## src/rtl/cpu_pkg.sv

```systemverilog
// Shared pipeline types for the hazard/forwarding block.
// Slot geometry follows the core's fixed read-port count and register width.
package cpu_pkg;

  localparam int unsigned CPU_NRD  = 2;
  localparam int unsigned CPU_REGW = 5;

  typedef enum logic [1:0] {
    FWD_RF  = 2'd0,
    FWD_MEM = 2'd1,
    FWD_WB  = 2'd2
  } fwd_sel_e;

  typedef struct packed {
    logic                                valid;
    logic [CPU_REGW-1:0]                 rd;
    logic                                wr_en;
    logic                                is_load;
    logic [CPU_NRD-1:0][CPU_REGW-1:0]    rs;
    logic [CPU_NRD-1:0]                  rs_used;
  } hz_slot_t;

  // A slot that will really write a non-x0 register.
  function automatic logic slot_live(hz_slot_t s);
    return s.valid && s.wr_en && (s.rd != '0);
  endfunction

endpackage

```

## src/rtl/hz_sat_counter.sv

```systemverilog
// Saturating up-counter for pipeline performance events.
// Sticks at all-ones instead of wrapping.
module hz_sat_counter #(
  parameter int unsigned CNT_W = 16
) (
  input  logic             clk,
  input  logic             rst_n,
  input  logic             inc_i,
  output logic [CNT_W-1:0] cnt_o
);

  logic [CNT_W-1:0] cnt_q;
  logic [CNT_W-1:0] cnt_d;

  always_comb begin
    cnt_d = cnt_q;
    if (inc_i && (cnt_q != '1)) begin
      cnt_d = cnt_q + CNT_W'(1);
    end
  end

  always_ff @(posedge clk or negedge rst_n) begin
    if (!rst_n) begin
      cnt_q <= '0;
    end else begin
      cnt_q <= cnt_d;
    end
  end

  assign cnt_o = cnt_q;

endmodule

```

## src/rtl/pipe_hazard_unit.sv

```systemverilog
// Forwarding selects, load-use stalls, branch flushes and memory freezes
// for the 5-stage pipeline, tracked with private EX/MEM/WB slots.
module pipe_hazard_unit
  import cpu_pkg::*;
#(
  parameter int unsigned XLEN  = 32,
  parameter int unsigned NRD   = CPU_NRD,
  parameter int unsigned REGW  = CPU_REGW,
  parameter int unsigned CNT_W = 16
) (
  input  logic                clk,
  input  logic                rst_n,
  input  logic                id_valid_i,
  input  logic [NRD*REGW-1:0] id_rs_i,
  input  logic [NRD-1:0]      id_rs_used_i,
  input  logic [REGW-1:0]     id_rd_i,
  input  logic                id_wr_en_i,
  input  logic                id_is_load_i,
  input  logic                ex_branch_taken_i,
  input  logic                mem_req_i,
  input  logic                mem_ready_i,
  output logic                stall_if_o,
  output logic                stall_id_o,
  output logic                flush_id_o,
  output logic                freeze_o,
  output logic [2*NRD-1:0]    fwd_sel_o,
  output logic [CNT_W-1:0]    perf_stall_cnt_o,
  output logic [CNT_W-1:0]    perf_flush_cnt_o
);

  if ((NRD != CPU_NRD) || (REGW != CPU_REGW)) begin : g_bad_geom
    $error("pipe_hazard_unit: NRD/REGW must match cpu_pkg slot geometry");
  end

  if ((CNT_W == 0) || (CNT_W > XLEN)) begin : g_bad_cnt
    $error("pipe_hazard_unit: CNT_W must be in 1..XLEN");
  end

  hz_slot_t ex_q, ex_d;
  hz_slot_t mem_q, mem_d;
  hz_slot_t wb_q, wb_d;
  hz_slot_t id_slot;

  logic freeze;
  logic flush;
  logic lu_hit;
  logic load_use;

  fwd_sel_e [NRD-1:0] fwd_sel;

  always_comb begin
    id_slot         = '0;
    id_slot.valid   = id_valid_i;
    id_slot.rd      = id_rd_i;
    id_slot.wr_en   = id_wr_en_i;
    id_slot.is_load = id_is_load_i;
    id_slot.rs      = id_rs_i;
    id_slot.rs_used = id_rs_used_i;
  end

  // Reset gates freeze so every output is quiet while rst_n is low.
  assign freeze = rst_n && mem_req_i && !mem_ready_i;
  assign flush  = ex_q.valid && ex_branch_taken_i && !freeze;

  always_comb begin
    lu_hit = 1'b0;
    for (int p = 0; p < NRD; p++) begin
      if (id_valid_i && id_slot.rs_used[p] &&
          (id_slot.rs[p] == ex_q.rd)) begin
        lu_hit = 1'b1;
      end
    end
    lu_hit = lu_hit && ex_q.is_load && slot_live(ex_q);
  end

  assign load_use = lu_hit && !freeze && !flush;

  always_comb begin
    ex_d  = ex_q;
    mem_d = mem_q;
    wb_d  = wb_q;
    if (!freeze) begin
      mem_d = ex_q;
      wb_d  = mem_q;
      if (flush || load_use) begin
        ex_d = '0;
      end else begin
        ex_d = id_slot;
      end
    end
  end

  always_ff @(posedge clk or negedge rst_n) begin
    if (!rst_n) begin
      ex_q  <= '0;
      mem_q <= '0;
      wb_q  <= '0;
    end else begin
      ex_q  <= ex_d;
      mem_q <= mem_d;
      wb_q  <= wb_d;
    end
  end

  // MEM wins over WB so the youngest producer is forwarded.
  always_comb begin
    for (int p = 0; p < NRD; p++) begin
      fwd_sel[p] = FWD_RF;
      if (ex_q.rs_used[p]) begin
        if (slot_live(mem_q) && !mem_q.is_load &&
            (mem_q.rd == ex_q.rs[p])) begin
          fwd_sel[p] = FWD_MEM;
        end else if (slot_live(wb_q) &&
                     (wb_q.rd == ex_q.rs[p])) begin
          fwd_sel[p] = FWD_WB;
        end
      end
    end
  end

  assign fwd_sel_o  = fwd_sel;
  assign stall_if_o = freeze || load_use;
  assign stall_id_o = freeze || load_use;
  assign flush_id_o = flush;
  assign freeze_o   = freeze;

  hz_sat_counter #(
    .CNT_W (CNT_W)
  ) u_stall_cnt (
    .clk   (clk),
    .rst_n (rst_n),
    .inc_i (stall_if_o),
    .cnt_o (perf_stall_cnt_o)
  );

  hz_sat_counter #(
    .CNT_W (CNT_W)
  ) u_flush_cnt (
    .clk   (clk),
    .rst_n (rst_n),
    .inc_i (flush_id_o),
    .cnt_o (perf_flush_cnt_o)
  );

  logic unused_slot;
  assign unused_slot = ^{mem_q.rs, mem_q.rs_used,
                         wb_q.rs, wb_q.rs_used, wb_q.is_load};

endmodule
```

## config.mk

```make
export PLATFORM = sky130hd
export DESIGN_NAME = pipe_hazard_unit
export DESIGN_NICKNAME = d
export VERILOG_FILES = /design/src/rtl/cpu_pkg.sv /design/src/rtl/hz_sat_counter.sv /design/src/rtl/pipe_hazard_unit.sv
export SDC_FILE = /design/constraint.sdc
export NUM_CORES = 1
export LEC_CHECK = 0
export CAP_MARGIN = 20
export CORE_AREA = 2 2 95 97
export CTS_BUF_LIST = sky130_fd_sc_hd__clkbuf_4
export DETAILED_ROUTE_END_ITERATION = 16
export DIE_AREA = 0 0 97 99
export HOLD_SLACK_MARGIN = 0.08
export PLACE_DENSITY_LB_ADDON = 0.05
export SYNTH_ARGS = -nofsm -noshare
export SYNTH_HDL_FRONTEND = slang
export SYNTH_HIERARCHICAL = 1
export SYNTH_SLANG_ARGS = --single-unit
```

## constraint.sdc

```tcl
create_clock -name clk -period 2.8 [get_ports clk]
set_input_delay 0.56 -clock clk [delete_from_list [all_inputs] [get_ports clk]]
set_output_delay 0.56 -clock clk [all_outputs]
set_load 0.01 [all_outputs]
```

==> impl_metrics.csv <==
group,metric,value,unit
setup_path,crit_required,2.24,ns
route,wl,9.54,mm
route,first_pass_iters,4,
cts,cts.htree.levels,3,
logic_synthesis,ys_types,45,
pwr,worst_ir_drop_vdd,0.000459,V
global_routing,grt_antenna_before_repair,0,
floorplanning,ios,65,
setup_path,cp-end-kind,"output pin",
logic_synthesis,synth_top_cell_area_share,44.5,%
logic_synthesis,synth_top_flop_cell,"dfrtp_1",
setup_path,startpoint,"mem_q[15]$_DFFE_PN0N_",
logic_synthesis,async_flop_share,100,%
route,route.detailed.drc,0,
finish,finalNetCount,494,
global_routing,first_global_vias,3084,
floorplanning,die_width,97,um
setup_path,worst_ep_arrival_time,2.11,ns
global_routing,grt_overflow_total,0,
floorplanning,core-area,8550,um2
route,via_count,3229,
timing,max_freq,374,MHz
route,drtIter0Drc,177,
logic_synthesis,avgSynthCellArea,9.89,um2
logic_synthesis,synth.largest_area_cell,"dfrtp_1",
route,ant_nets,0,
timing,fin_worst_skew,0.0266,ns
placed_design,placement.io_buffers,64,
timing,slew_violations,0,
floorplanning,std_cell_rows,34,
global_routing,grt_first_pass_wirelength,15.9,mm
flow_run,maxCapViolCount,0,
pwr,p_total,2540,uW
timing,hold_viol,0,
floorplanning,die_area,9600,um2
logic_synthesis,yosysWarnings,6,
cts,clk_latency,0.40,ns
finish,mostFrequentLayoutCell,"dfrtp_1",
logic_synthesis,synth_edf_count,0,
logic_synthesis,ys_seq_elements,67,
finish,syn_to_final_growth,27.1,%
floorplanning,start_util,44.1,%
logic_synthesis,yosys-top-cells-area,"dfrtp_1, xnor2_1, nand2_1, nand3_1, and3_1",
cts,cts_sinks,67,
setup_path,path_max_fanout,2,
cts,hold_buffers,0,
worst_hold_path,hold_class,"in2async",
timing,finalCritPeriodShare,95.5,%
timing,min_period,2.67,ns
logic_synthesis,syn-num-nets,408,
logic_synthesis,syn_inst,381,
run_status,status,"finished, final reports clean",
timing,timing.hold.ws,0.373,ns
cts,clockBufferDepth,2,
timing,worst_pin_slew,0.852,ns
cts,cts_buffers,9,
route,avgRoutedWirePerCell,16.5,um
timing,slew_headroom,43.2,%
cts,clk_pin_slew,0.13,ns
placed_design,globalplace.congestion,0.828,
setup_path,r2r_cells,10,
cts,cts_root_buf,"clkbuf_4",
global_routing,track_usage,20.7,%
cts,tritoncts,"built",
finish,diodes,0,
global_routing,grt_max_degree,68,
finish,n_fill_cell,817,
setup_path,criticalPathCategory,"reg2out",
pwr,leakagePower,0.00208,uW
setup_path,rr_startpoint,"ex_q[15]$_DFFE_PN0N_",
logic_synthesis,syn_area,3770,um2
setup_path,crit_path_start_kind,"flop",
pwr,power_density,531,nW/um2
logic_synthesis,synth-seq-area-share,44.5,%
placed_design,dpl.hpwl,6.64,mm
finish,final_cell_mix,"dfrtp_1, clkdlybuf4s50_1, nand2_1, nand3_1, buf_4",
timing,setup_violations,0,
timing,fin_setup_tns,0,ns
route,via_per_inst,5.59,
floorplanning,die_h,99,um
finish,drive_gt1_share,15.5,%
layer usage:
metal / wire length, um / track usage [%]
met1: 4400 / 29.0
met2: 4650 / 32.4
met3: 405 / 3.55
met4: 81 / 7.48
met5: 0 / 0
power by group:
group	leakage, uW	switching [uW]	internal [uW]
clock network	0.0000478	334	162
registers	0.000832	218	1110
logic	0.00120	336	385
stage by stage:
stage	util (%)	setup slack [ns]	std cells	cell area (um2)
2_1_floorplan	-	0.356	381	3770
3_3_place_gp	54.2	-0.244	559	4630
3_5_place_dp	54.2	-0.209	559	4630
4_1_cts	55.6	-0.0439	576	4750
5_1_grt	56.0	-0.00161	578	4790
6_report	56.0	0.126	578	4790
synthesized netlist by cell type (all sizes together), types with 7 or more instances:
| master | instances |
|---|---|
| a21oi | 7 |
| a22oi | 19 |
| buf | 10 |
| nand4 | 22 |
| nor4 | 8 |
| nor2 | 7 |
| o21a | 10 |
| nand3 | 37 |
| xnor2 | 28 |
| o21ai | 23 |
| dfrtp | 67 |
| clkbuf | 8 |
| nand2 | 52 |
| xor2 | 16 |
| and3 | 24 |
worst max-delay path: stages, from the launching register on:
cell,delay [ns]
dfrtp_1,0.39
or4_4,0.55
o2111ai_4,0.26
nor4_2,0.09
and2_1,0.16
dlygate4sd2_1,0.27
logic make-up after synthesis:
family | synth area share (%)
and+or+nand+nor | 27.3
AOI/OAI and AO/OA | 14.1
DFF | 44.5
xor gates and xnor gates | 10.2
buffers and inverters | 2.56
muxes | 0.598
adders and majority gates | 0.664
final timing paths:
check / to / slack (ns)
max in group asynchronous: ex_q[17]$_DFFE_PN0N_ / 1.83
max reg2reg: u_stall_cnt/cnt_o[7]$_DFFE_PN0P_ / 0.28
max: fwd_sel_o[2] / 0.13
min in group clk: wb_q[13]$_DFFE_PN0N_ / 0.48
min reg2reg: wb_q[13]$_DFFE_PN0N_ / 0.48
min: ex_q[6]$_DFFE_PN0N_ / 0.37
state kept, by name, summed over array words and instances (netlist names):
name and count:
ex_q 20, mem_q 8, u_flush_cnt/cnt_o 16, u_stall_cnt/cnt_o 16, wb_q 7
what timing repair did:
item / in CTS / in global routing
buffers inserted: 3 / 2
pin swaps: 1 / 2
resized for setup: 9 / 11
endpoints found under the setup margin: 6 / 5
hold endpoints to repair: 0 / 0
final cells by class:
class / count / area (um2) / share of cell area, %
multi-input cells: 293 / 2040 / 42.6
repair buffers: 93 / 835 / 17.4
clock buffers: 9 / 67.6 / 1.41
clock inverters: 5 / 22.5 / 0.470
inverters: 3 / 11.3 / 0.235
well taps: 108 / 135 / 2.82
flip-flops and latches: 67 / 1680 / 35.0
Note: power is estimated with default switching activity, not from simulation.
